### src/rtl/pic_irq_ack_scheduler_if.sv
// rtl/pic_irq_ack_scheduler_if.sv - CPU-side interrupt request / INTA acknowledge bus
interface pic_irq_ack_scheduler_if #(
   parameter int VEC_HI_W = 5
);
   logic                  inta_neg;
   logic                  int_out;
   logic [VEC_HI_W+2:0]   vector_out;
   logic                  vector_valid;

   modport master (output inta_neg, input int_out, vector_out, vector_valid);
   modport slave  (input inta_neg, output int_out, vector_out, vector_valid);
endinterface

### src/rtl/pic_irq_ack_scheduler.sv
// rtl/pic_irq_ack_scheduler.sv - 8259-style IRR/IMR/ISR priority resolver and two-pulse INTA sequencer
module pic_irq_ack_scheduler #(
   parameter int NUM_IR   = 8,
   parameter int VEC_HI_W = 5
) (
   input  logic                  clk,
   input  logic                  rst_neg,
   input  logic [NUM_IR-1:0]     ir_req,
   input  logic [NUM_IR-1:0]     imr,
   input  logic                  level_trigger,
   input  logic [VEC_HI_W-1:0]   vector_base,
   input  logic                  aeoi,
   input  logic                  rotate_mode,
   input  logic                  cfg_ready,
   input  logic                  eoi_strobe,
   input  logic                  eoi_specific,
   input  logic [2:0]            eoi_level,
   input  logic                  set_prio_strobe,
   input  logic [2:0]            prio_level,
   pic_irq_ack_scheduler_if.slave bus,
   output logic [NUM_IR-1:0]     irr,
   output logic [NUM_IR-1:0]     isr
);

   typedef enum logic [1:0] {
      S_IDLE,
      S_ACK1,
      S_ACK2W,
      S_ACK2
   } state_t;

   state_t                state, state_d;
   logic [NUM_IR-1:0]     ir_q;
   logic [NUM_IR-1:0]     irr_d, isr_d;
   logic [2:0]            lp, lp_d;
   logic [2:0]            sel, sel_d;
   logic                  spur, spur_d;
   logic                  inta_q;
   logic                  int_q, int_d;
   logic                  vvalid_q, vvalid_d;
   logic [VEC_HI_W+2:0]   vec_q, vec_d;

   logic                  fall, rise;
   logic [3:0]            cand_r, top_r;
   logic                  cand_valid, top_valid;
   logic [2:0]            cand, top_isr;
   logic [2:0]            cand_off, top_off;
   logic                  ack_take, aeoi_clr;

   // Scan in priority order lp+1 .. lp; the lowest offset that is set wins.
   function automatic logic [3:0] pick(input logic [7:0] v, input logic [2:0] low);
      logic [3:0] r;
      logic [2:0] idx;
      r = 4'd0;
      for (int i = 7; i >= 0; i--) begin
         idx = low + 3'd1 + 3'(i);
         if (v[idx]) r = {1'b1, idx};
      end
      return r;
   endfunction

   assign fall = inta_q & ~bus.inta_neg;
   assign rise = ~inta_q & bus.inta_neg;

   assign cand_r     = pick(irr & ~imr, lp);
   assign top_r      = pick(isr, lp);
   assign cand_valid = cand_r[3];
   assign cand       = cand_r[2:0];
   assign top_valid  = top_r[3];
   assign top_isr    = top_r[2:0];
   assign cand_off   = cand - lp - 3'd1;
   assign top_off    = top_isr - lp - 3'd1;

   assign bus.int_out      = int_q;
   assign bus.vector_out   = vec_q;
   assign bus.vector_valid = vvalid_q;

   always_comb begin
      state_d  = state;
      sel_d    = sel;
      spur_d   = spur;
      isr_d    = isr;
      lp_d     = lp;
      vec_d    = vec_q;
      vvalid_d = vvalid_q;
      int_d    = 1'b0;
      ack_take = 1'b0;
      aeoi_clr = 1'b0;
      irr_d    = level_trigger ? ir_req : (irr | (ir_req & ~ir_q));

      case (state)
         S_IDLE: begin
            if (fall) begin
               state_d = S_ACK1;
               if (cand_valid) begin
                  sel_d    = cand;
                  spur_d   = 1'b0;
                  ack_take = 1'b1;
               end else begin
                  sel_d  = 3'd7;
                  spur_d = 1'b1;
               end
            end else begin
               int_d = cand_valid && (!top_valid || (cand_off < top_off));
            end
         end
         S_ACK1: begin
            if (rise) state_d = S_ACK2W;
         end
         S_ACK2W: begin
            if (fall) begin
               state_d  = S_ACK2;
               vec_d    = {vector_base, sel};
               vvalid_d = 1'b1;
            end
         end
         S_ACK2: begin
            if (rise) begin
               state_d  = S_IDLE;
               vvalid_d = 1'b0;
               aeoi_clr = aeoi && !spur;
            end
         end
         default: state_d = S_IDLE;
      endcase

      if (eoi_strobe) begin
         if (eoi_specific) begin
            isr_d[eoi_level] = 1'b0;
         end else if (top_valid) begin
            isr_d[top_isr] = 1'b0;
            if (rotate_mode) lp_d = top_isr;
         end
      end

      if (aeoi_clr) begin
         isr_d[sel] = 1'b0;
         if (rotate_mode) lp_d = sel;
      end

      // Acknowledge capture is applied last so it overrides any same-cycle EOI or request set.
      if (ack_take) begin
         isr_d[cand] = 1'b1;
         irr_d[cand] = 1'b0;
      end

      if (set_prio_strobe) lp_d = prio_level;

      if (!cfg_ready) begin
         state_d  = S_IDLE;
         irr_d    = '0;
         isr_d    = '0;
         lp_d     = 3'd7;
         sel_d    = 3'd0;
         spur_d   = 1'b0;
         int_d    = 1'b0;
         vvalid_d = 1'b0;
         vec_d    = '0;
      end
   end

   always_ff @(posedge clk or negedge rst_neg) begin
      if (!rst_neg) begin
         state    <= S_IDLE;
         ir_q     <= '0;
         inta_q   <= 1'b1;
         irr      <= '0;
         isr      <= '0;
         lp       <= 3'd7;
         sel      <= 3'd0;
         spur     <= 1'b0;
         int_q    <= 1'b0;
         vvalid_q <= 1'b0;
         vec_q    <= '0;
      end else begin
         state    <= state_d;
         ir_q     <= ir_req;
         inta_q   <= bus.inta_neg;
         irr      <= irr_d;
         isr      <= isr_d;
         lp       <= lp_d;
         sel      <= sel_d;
         spur     <= spur_d;
         int_q    <= int_d;
         vvalid_q <= vvalid_d;
         vec_q    <= vec_d;
      end
   end

endmodule
### src/flat_wrapper.sv
// flat-port wrapper written by rule: the top's interface ports become plain ports
module pic_irq_ack_scheduler_flat 
#(
   parameter int NUM_IR   = 8,
   parameter int VEC_HI_W = 5
)
  (clk, rst_neg, ir_req, imr, level_trigger, vector_base, aeoi, rotate_mode, cfg_ready, eoi_strobe, eoi_specific, eoi_level, set_prio_strobe, prio_level, irr, isr, bus_inta_neg, bus_int_out, bus_vector_out, bus_vector_valid);
  pic_irq_ack_scheduler_if #(.VEC_HI_W(VEC_HI_W)) bus_i ();
  input  logic clk;
  input  logic rst_neg;
  input  logic [NUM_IR-1:0] ir_req;
  input  logic [NUM_IR-1:0] imr;
  input  logic level_trigger;
  input  logic [VEC_HI_W-1:0] vector_base;
  input  logic aeoi;
  input  logic rotate_mode;
  input  logic cfg_ready;
  input  logic eoi_strobe;
  input  logic eoi_specific;
  input  logic [2:0] eoi_level;
  input  logic set_prio_strobe;
  input  logic [2:0] prio_level;
  output logic [NUM_IR-1:0] irr;
  output logic [NUM_IR-1:0] isr;
  input wire logic [$bits(bus_i.inta_neg)-1:0] bus_inta_neg;
  output wire logic [$bits(bus_i.int_out)-1:0] bus_int_out;
  output wire logic [$bits(bus_i.vector_out)-1:0] bus_vector_out;
  output wire logic [$bits(bus_i.vector_valid)-1:0] bus_vector_valid;
  assign bus_i.inta_neg = bus_inta_neg;
  assign bus_int_out = bus_i.int_out;
  assign bus_vector_out = bus_i.vector_out;
  assign bus_vector_valid = bus_i.vector_valid;
  pic_irq_ack_scheduler #(.NUM_IR(NUM_IR), .VEC_HI_W(VEC_HI_W)) u_core (.clk(clk), .rst_neg(rst_neg), .ir_req(ir_req), .imr(imr), .level_trigger(level_trigger), .vector_base(vector_base), .aeoi(aeoi), .rotate_mode(rotate_mode), .cfg_ready(cfg_ready), .eoi_strobe(eoi_strobe), .eoi_specific(eoi_specific), .eoi_level(eoi_level), .set_prio_strobe(set_prio_strobe), .prio_level(prio_level), .bus(bus_i), .irr(irr), .isr(isr));
endmodule
### config.mk
export PLATFORM = sky130hd
export DESIGN_NAME = pic_irq_ack_scheduler_flat
export DESIGN_NICKNAME = d
export VERILOG_FILES = /design/src/rtl/pic_irq_ack_scheduler_if.sv /design/src/rtl/pic_irq_ack_scheduler.sv /design/src/flat_wrapper.sv
export SDC_FILE = /design/constraint.sdc
export NUM_CORES = 1
export LEC_CHECK = 0
export ABC_AREA = 1
export BUFFER_PORTS_ARGS = -buffer_cell sky130_fd_sc_hd__buf_2
export CORE_ASPECT_RATIO = 0.6
export CORE_MARGIN = 4
export CORE_UTILIZATION = 45
export DETAILED_ROUTE_END_ITERATION = 10
export GPL_TIMING_DRIVEN = 1
export PLACE_DENSITY = 0.72
export SLEW_MARGIN = 20
export SYNTH_ARGS = -nofsm -noshare
export SYNTH_HDL_FRONTEND = slang
export SYNTH_SLANG_ARGS = --single-unit
### constraint.sdc
create_clock -name clk -period 10.86 [get_ports clk]
set_input_delay 0 -clock clk [delete_from_list [all_inputs] [get_ports clk]]
set_output_delay 0 -clock clk [all_outputs]
set_load 0.01 [all_outputs]
Word level (Yosys, flattened, before mapping)
Index checks and enable logic that the tools add are counted.
{ "totals": {"reg_bits": 44, "input_bits": 37, "out_inout_bits": 26, "wordCells": 185} }
{ "op_classes": {"addsub": 12, "n_lt_le_gt_ge": 17, "n_eq_ne": 11, "n_mux": 102, "n_bitwise": 18, "n_reduce_logical": 14} }
{ "ops": {"columns": ["operator", "n"], "rows": [
  ["$mux W8", 12],
  ["$mux W4", 16],
  ["$and A8 B8 Y8", 6],
  ["$bmux W1 S3", 16],
  ["$lt A3 B4 Y1 const B", 12],
  ["$not A8 Y8", 6],
  ["$mux W3", 12],
  ["$mux W1", 35],
  ["$or A8 B8 Y8", 2],
  ["$add A3 B3 Y3 const B", 4],
  ["$demux W1 S3", 4],
  ["$ge A3 B1 Y1 const B", 4],
  ["$ne A3 B2 Y1 const B", 4],
  ["$mux W2", 5],
  ["$pmux W2 S4", 1],
  ["$add A3 B1 Y3 const B", 2],
  ["$add A3 B2 Y3 const B", 2],
  ["$logic_and A1 B1 Y1", 6],
  ["$ne A2 B1 Y1 const B", 3],
  ["$sub A3 B1 Y3 const B", 2],
  ["$sub A3 B3 Y3", 2],
  ["$eq A2 B2 Y1 const B", 2],
  ["$reduce_and A2 Y1", 2],
  ["$reduce_and A4 Y1", 1],
  ["other kinds (10)", 13]
]} }

Longest topological paths before layout
Gate-level depths: netlist of run 1.
{ "logic_depth": {"depth_word": 26, "depth_mapped": 27, "ltp_nobuf": 26} }

Least setup slack after synthesis of run 1
OpenSTA, ideal clock, no wires.
{ "synth_path": {"path_type": "flip-flop to flip-flop", "startpoint": "reg u_core.lp[0]", "endpoint": "reg u_core.int_q (netlist: u_core.bus.int_out)", "setup_time_ns": 0.086, "arrival_time_ns": 3.821, "required_ns": 10.774, "slack_ns": 6.953, "path_stages_with_launch": 25, "path_buffers": 2, "period_less_slack_ns": 3.907, "path_cell_list": "dfstp_2 -> inv_2 -> buf_2 -> ha_1 -> inv_2 -> buf_2 -> nand2_1 -> nand2_2 -> o211ai_2 -> nand2_2 -> inv_1 -> a21oi_2 -> nand2_1 -> nand2_1 -> nand2_1 -> nand2_2 -> inv_2 -> ha_1 -> fa_1 -> xnor2_1 -> xor2_1 -> ha_1 -> a21oi_1 -> a21oi_1 -> nor3_1"} }
{ "synth_between": {"elab_chain_len": 20, "word_cells_on_any_way": 67, "classes_between": "add/sub (12); order compare (1); mux (51); reduce/logical (3)"} }
{ "synth_lines": {"columns": ["element", "line", "text"], "rows": [
  ["start, declared", "pic_irq_ack_scheduler.sv:35", "logic [2:0] lp, lp_d;"],
  ["start signal, assigned", "pic_irq_ack_scheduler.sv:181", "lp <= lp_d;"],
  ["$add A3 B1 Y3", "pic_irq_ack_scheduler.sv:56", "idx = low + 3'd1 + 3'(i);"],
  ["$add A3 B3 Y3", "pic_irq_ack_scheduler.sv:56", null],
  ["$bmux W1 S3", "pic_irq_ack_scheduler.sv:57", "if (v[idx]) r = {1'b1, idx};"],
  ["$mux W1 (not written as such)", "pic_irq_ack_scheduler.sv:57", null],
  ["$mux W4 (8 in a row)", "pic_irq_ack_scheduler.sv:57", null],
  ["$sub A3 B3 Y3, on equally long branches", "pic_irq_ack_scheduler.sv:71, pic_irq_ack_scheduler.sv:72", null],
  ["$sub A3 B1 Y3, on equally long branches", "pic_irq_ack_scheduler.sv:71, pic_irq_ack_scheduler.sv:72", null],
  ["$lt A3 B3 Y1", "pic_irq_ack_scheduler.sv:104", "int_d = cand_valid && (!top_valid || (cand_off < top_off));"],
  ["$logic_or A1 B1 Y1", "pic_irq_ack_scheduler.sv:104", null],
  ["$logic_and A1 B1 Y1 (*)", "pic_irq_ack_scheduler.sv:104", null],
  ["$mux W1 (*)", "pic_irq_ack_scheduler.sv:93", "if (fall) begin"],
  ["$mux W1 (*)", "pic_irq_ack_scheduler.sv:91", "case (state)"],
  ["$mux W1 (*)", "pic_irq_ack_scheduler.sv:149", "if (!cfg_ready) begin"],
  ["named net u_core.int_d", "pic_irq_ack_scheduler.sv:39", "logic int_q, int_d;"],
  ["end signal, assigned", "pic_irq_ack_scheduler.sv:184", "int_q <= int_d;"],
  ["end, declared", "pic_irq_ack_scheduler.sv:39", null]
]} }
Mark *: on every way through the listed nets, which the timed path passes. The rest lies on a longest branch. The select of a mux whose other input is x is not followed.
A chain may end at the register's enable or synchronous reset.

Final worst setup path of run 1
Ends and elaborated chain as after synthesis.

==> results of run 1 <==
## layer usage
metal  up-vias  part of all wire
met5         -                 0
met4         0            0.0080
met3        12             0.090
met2       208              0.41
met1      1854              0.50
li1       2028                 -
## registers in the layout, summed over array words and instances, names as in the netlist, 2 cells and up
register / flops
u_core.bus.vector_out: 8
u_core.ir_q: 8
u_core.irr: 8
u_core.isr: 8
u_core.lp: 3
u_core.sel: 3
u_core.state: 2
## metrics by stage
stage	hold slack (ns)	cell area, sq um	power (mW)	std cells
detailed placement	0.116	4120	0.568	744
finish	0.0131	4490	0.766	771
CTS	0.00481	4490	0.757	771
global route	0.0467	4490	0.820	771
floorplan	-0.296	3760	0.476	588
global placement	0.115	4120	0.557	744
## layout make-up
type	instances	share of cell area
repair buffers	81	0.112
multi-input cells	433	0.490
flip-flops and latches	44	0.246
inverters	97	0.0822
clock inverters	2	0.00864
well taps	108	0.0301
clock buffers	6	0.0309
## how the worst max path moves through the flow
stage                               endpoint  depth (start not counted)    startpoint
after floorplan           u_core.bus.int_out                         24  u_core.lp[0]
after global routing      u_core.bus.int_out                         22  u_core.lp[0]
after global placement    u_core.bus.int_out                         22  u_core.lp[0]
after CTS                 u_core.bus.int_out                         22  u_core.lp[0]
final                     u_core.bus.int_out                         22  u_core.lp[0]
after detailed placement  u_core.bus.int_out                         22  u_core.lp[0]
## cell families (layout without fill, tap and decap cells)
group / count (synthesis) / in the layout
AOI/OAI and AO/OA: 104 / 104
xor gates and xnor gates: 4 / 4
adders and majority gates: 12 / 12
buffers and inverters: 111 / 186
DFF: 44 / 44
and+or+nand+nor: 313 / 313
## placed cells by master, fill, tap and decap left out, types with 2 or more instances in the layout
| cell type | instances |
|---|---|
| fa_1 | 2 |
| inv_1 | 89 |
| nand4_1 | 2 |
| o21bai_1 | 2 |
| ha_1 | 10 |
| nor2_2 | 3 |
| and3_1 | 2 |
| buf_2 | 61 |
| nor2_1 | 25 |
| nand2_1 | 192 |
| o221ai_1 | 3 |
| clkbuf_16 | 5 |
| o211ai_1 | 7 |
| dfrtp_1 | 40 |
| nand2_2 | 23 |
| o21ai_2 | 4 |
| or2_1 | 2 |
| o21ai_0 | 31 |
| dlygate4sd3_1 | 19 |
| a21oi_1 | 28 |
| xor2_1 | 2 |
| o21ai_1 | 17 |
| a41oi_1 | 8 |
| nand3_1 | 54 |
| nor3_1 | 2 |
| nor2_4 | 2 |
| inv_2 | 6 |
| nand2_4 | 3 |
| dfstp_2 | 4 |
| xnor2_1 | 2 |
## report_power, final
part / leakage, nW / switching (mW) / internal (mW)
Sequential: 0.569 / 0.0233 / 0.182
Combinational: 1.77 / 0.251 / 0.127
Clock: 0.0871 / 0.0674 / 0.115
Total: 2.43 / 0.342 / 0.424
## critical path: cells and delay by family, from the launching register on
kind	cells	cell delay, ns
adders and majority gates	4	1.73
DFF	1	0.77
buffers and inverters	3	0.60
AOI/OAI and AO/OA	4	0.61
and+or+nand+nor	9	1.04
xor gates and xnor gates	2	0.38
==> qor.txt, run 1 <==
Largest net degree at the start of global routing: 45
Hold path endpoint: u_core.lp[2]
Crit path time final: 5.24 ns
CP Max Fanout: 24
Top-count cell post-synth: nand2_1
Post-synth EDFFs: 0
Netlist cell types: 41
Ys Warns: 0
Vias: 4,102
Primary FF master, synth: dfrtp_1
Post-Synth XOR/XNOR Area: 0.00931
Wire per inst: 14.9 microns
RSZ-0062 raised after global routing: false
Final setup TNS: 0 ns
Final hold viol count: 0
Met3 GRT Util: 0.0470
R2r startpoint: u_core.lp[0]
Worst hold stages: 4
Vias in the first global route: 3,721
Top cell type's share of synthesized area: 0.266
Gr busiest metal: met1
Seq. cell area: 1110 sq um
GR Util met2: 0.336
Post-synth top area cell: dfrtp_1
Peak VDD IR: 0.0720 mV
Adder-cell share of the synthesized area: 0.0439
Largest family of logic cells by synthesized area: simple AND/OR/NAND/NOR gates
Number of antenna violations at the first check in global routing: 0
Worst slack at placement: 5.69 ns
Residual DRC count: 0
Cell Chain, Critical Path: inv_2, ha_1, inv_2, nand2_2, nand2_4, o21ai_1, or2_1, nand2_2, a21oi_2, nand2_1, nand2_1, nand2_1, nand2_2, inv_2, ha_1, fa_1, xnor2_1, xor2_1, ha_1, a21oi_1, a21oi_1, nor3_1
Post-synthesis mux area share: 0
Die H: 78.9 microns
Drt via density: 5.32
Post-synthesis async set-or-reset flop share: 1.00
Hold crit path type: in -> reg
CP max-delay cell: ha_1
Number of buffers created by CTS: 5
Port-buffer cells: 62
Worst setup path category: reg -> reg
Initial Util: 0.470
Area of the multi-input gates: 2200 sq um
Syn avg cell area: 6.40 sq um
Final setup violation count: 0
Clock Skew: 0.00418 ns
RePlAce Congestion: 0.904
Post-CTS Resized: 0
Area Growth Syn to Fin: 19.3%
Fmax achieved: 191 MHz
Synth top area cells: dfrtp_1 27%, nand2_1 19%, inv_1 8.9%, nand3_1 7.2%, o21ai_0 4.1%
Crit share post-route: 0.483
Status: complete, no violations
CP Launch Type: flop
Die ar.: 9940 sq um
Post-Syn Instances: 588
RR Endpoint: u_core.bus.int_out
Clk Tree Root Cell: clkbuf_16
Hold Crit Start: set_prio_strobe
Die span in x: 126 microns
Post-CTS setup buffers: 0
CP max stage delay: 0.82 ns
Required @ worst endpoint: 11.07 ns
Clock latency on the worst-skew pair: 0.29 ns
Nets: 711
IO Pins: 63
Total grt overflow: 0
Simple-gate share of the synthesized area: 0.365
Total wire length: 11,500 microns
Post-DRT Antenna Nets: 0
Met1 Usage GRT: 0.352
Syn_nets: 637
Pwr/cell area: 171 nW/um^2
# diodes: 0
Pins Over Slew Limit: 0
Relative slew slack: 0.498
CTS tree: built
Sequential fraction of the synthesis area: 0.294
Clock Sinks: 44
H-tree depth: 2
Fraction of layout cells with a size suffix above 1: 0.181
R2r setup slk: 5.62 ns
Static leakage: 2.43 nW
Syn Std Cell Area: 3760 sq um
Core Util, Final: 0.561
Num rows: 25
DRT iter0 DRCs: 439
Worst-margin pin slew: 0.745 ns
Crit. End Element: flop
CTS Hold Bufs: 19
HPWL Detailed: 8800 microns
Fillers: 766
Crit path DAT: 5.45 ns
Worst Reg-to-Reg Cells: 22
Clock-pin slew on the worst setup and hold paths: 0.07 ns
CTS max path bufs: 2
Final Worst Setup Slack: 5.62 ns
GRT Total Usage: 0.230
Total core area: 8010 sq um
Max cap viols: 0
Synth cell count leaders: 192 x nand2_1, 89 x inv_1, 54 x nand3_1
Synth Area in Compound Gates: 0.166
DR pass1 iterations: 5
First-pass GRT wire length: 18,500 microns
Yosys reg bits: 44
Note: power is estimated with default switching activity, not from simulation.
==> run 2, diff against run 1 <==
--- a/config.mk
+++ b/config.mk
@@ -12,7 +12,7 @@
 export CORE_UTILIZATION = 45
 export DETAILED_ROUTE_END_ITERATION = 10
 export GPL_TIMING_DRIVEN = 1
-export PLACE_DENSITY = 0.72
+export PLACE_DENSITY = 0.75
 export SLEW_MARGIN = 20
 export SYNTH_ARGS = -nofsm -noshare
 export SYNTH_HDL_FRONTEND = slang
==> constraint.sdc (replaced) <==
create_clock -name clk -period 4.7 [get_ports clk]
set_input_delay 0 -clock clk [delete_from_list [all_inputs] [get_ports clk]]
set_output_delay 0 -clock clk [all_outputs]
set_load 0.01 [all_outputs]
==> qor.txt, run 2 (synthesis gave the netlist of run 1 again) <==
Status: complete, no violations
Crit path time final: 4.38 ns
Total grt overflow: 0
Worst setup path category: reg -> reg
CP Max Fanout: 17
Num rows: 25
Pins Over Slew Limit: 0
Clock Power Share: 0.201
Cell Chain, Critical Path: inv_2, ha_1, buf_4, nand2_1, nand2_4, nand2_1, o21ai_1, or2_1, nand2_2, a21oi_2, nand2_1, nand2_1, nand2_1, nand2_2, inv_2, ha_1, fa_1, xnor2_1, xor2_1, ha_1, a21oi_1, a21oi_1, nor3_1
Final hold viol count: 0
Crit share post-route: 0.932
Peak VDD IR: 0.179 mV
Hold crit path type: in -> reg
GRT Total Usage: 0.233
CP max stage delay: 0.54 ns
Number of antenna violations at the first check in global routing: 0
Die H: 78.9 microns
Clock-pin slew on the worst setup and hold paths: 0.06 ns
Clock Sinks: 44
Final setup TNS: 0 ns
Area Growth Syn to Fin: 18.4%
CTS tree: built
Total core area: 8010 sq um
Power share of the combinational group: 0.521
# diodes: 0
Die ar.: 9940 sq um
IO Pins: 63
Initial Util: 0.470
Pwr/cell area: 381 nW/um^2
Number of buffers created by CTS: 5
Vias: 4,180
Post-DRT Antenna Nets: 0
DR pass1 iterations: 5
R2r startpoint: u_core.lp[0]
Clock Skew: 0.00625 ns
Sw frac: 0.463
DRT iter0 DRCs: 425
Crit. End Element: flop
Vias in the first global route: 3,774
Residual DRC count: 0
Largest net degree at the start of global routing: 45
Clk Tree Root Cell: clkbuf_16
Total wire length: 11,600 microns
Static leakage: 2.42 nW
CTS max path bufs: 2
Worst-margin pin slew: 0.975 ns
Final Power: 1.70 mW
Flop pwr share: 0.278
Crit path DAT: 4.58 ns
Drt via density: 5.41
Nets: 713
Fraction of layout cells with a size suffix above 1: 0.185
Relative slew slack: 0.350
Fmax achieved: 228 MHz
Final setup violation count: 0
Switch Pwr: 787 uW
Most common cell after layout, fill and taps aside: nand2_1
Wire per inst: 15.0 microns
H-tree depth: 2
Commonest cells after routing, fill and taps aside: 192 x nand2_1, 89 x inv_1, 62 x buf_2, 54 x nand3_1, 40 x dfrtp_1
CP Launch Type: flop
Required @ worst endpoint: 4.90 ns
Die span in x: 126 microns
RSZ-0062 raised after global routing: false
HPWL Detailed: 8920 microns
RePlAce Congestion: 0.978
Clock latency on the worst-skew pair: 0.29 ns
Crit-path most repeated cell: nand2_1
CP max-delay cell: dfstp_2
Max cap viols: 0
CP startpoint: u_core.lp[0]
Hold Crit Start: set_prio_strobe
Post-CTS setup buffers: 0
Internal: 911 uW
First-pass GRT wire length: 18,700 microns
Port-buffer cells: 62
[run 2: repair_timing]
item / CTS / global route
hold buffers: 17 / 0
hold endpoints to repair: 56 / 0
resized for setup: 0 / 0
[run 2: area by class of cell]
cell class              instances  area (sq um)
inverters                      97           369
multi-input cells             433          2200
repair buffers                 83           510
fillers                       762          3550
clock buffers                   5           125
clock inverters                 2          12.5
flip-flops and latches         44          1110
well taps                     108           135
[run 2: power groups by stage]
stage / sequential [mW] / combinational, mW / clock, mW
floorplan: 0.465 / 0.634 / 0
global placement: 0.472 / 0.815 / 0
detailed placement: 0.474 / 0.848 / 0
CTS: 0.469 / 0.865 / 0.344
global route: 0.474 / 1.01 / 0.362
finish: 0.472 / 0.885 / 0.341
[run 2: routing by layer]
| layer | track usage | share of wire |
|---|---|---|
| met5 | 0 | 0 |
| met4 | 0.0610 | 0.0087 |
| met3 | 0.0558 | 0.11 |
| met2 | 0.332 | 0.41 |
| met1 | 0.349 | 0.47 |
[run 2: path summary, 6_finish.rpt]
check / slack (ns) / depth (start not counted) / end
worst max-delay path: 0.32 / 23 / u_core.bus.int_out
worst min-delay path: 0.02 / 3 / u_core.lp[2]
worst max register to register: 0.32 / 23 / u_core.bus.int_out
worst min register to register: 0.52 / 1 / u_core.bus.vector_valid
max in group asynchronous: 3.68 / 2 / u_core.irr[4]
min in group asynchronous: 0.41 / 2 / u_core.bus.vector_valid
[run 2: critical path, delay by kind of cell (launching register included)]
kind                     cells  cell delay, ns
AO/OA/AOI/OAI                4            0.53
XOR/XNOR                     2            0.33
adder cells (fa/ha/maj)      4            1.30
buffers and inverters        3            0.32
flip-flops                   1            0.54
AND/OR/NAND/NOR             10            1.26
[run 2: metrics by stage]
stage,std cells,setup slack (ns),hold slack [ns],utilization,instance area [sq um]
6_report,772,0.318,0.0232,0.557,4460
5_1_grt,772,0.0236,0.0204,0.557,4460
4_1_cts,772,0.404,0.00369,0.557,4460
3_5_place_dp,748,0.446,0.117,0.518,4150
3_3_place_gp,748,0.676,0.116,0.518,4150
2_1_floorplan,588,0.793,-0.296,-,3760
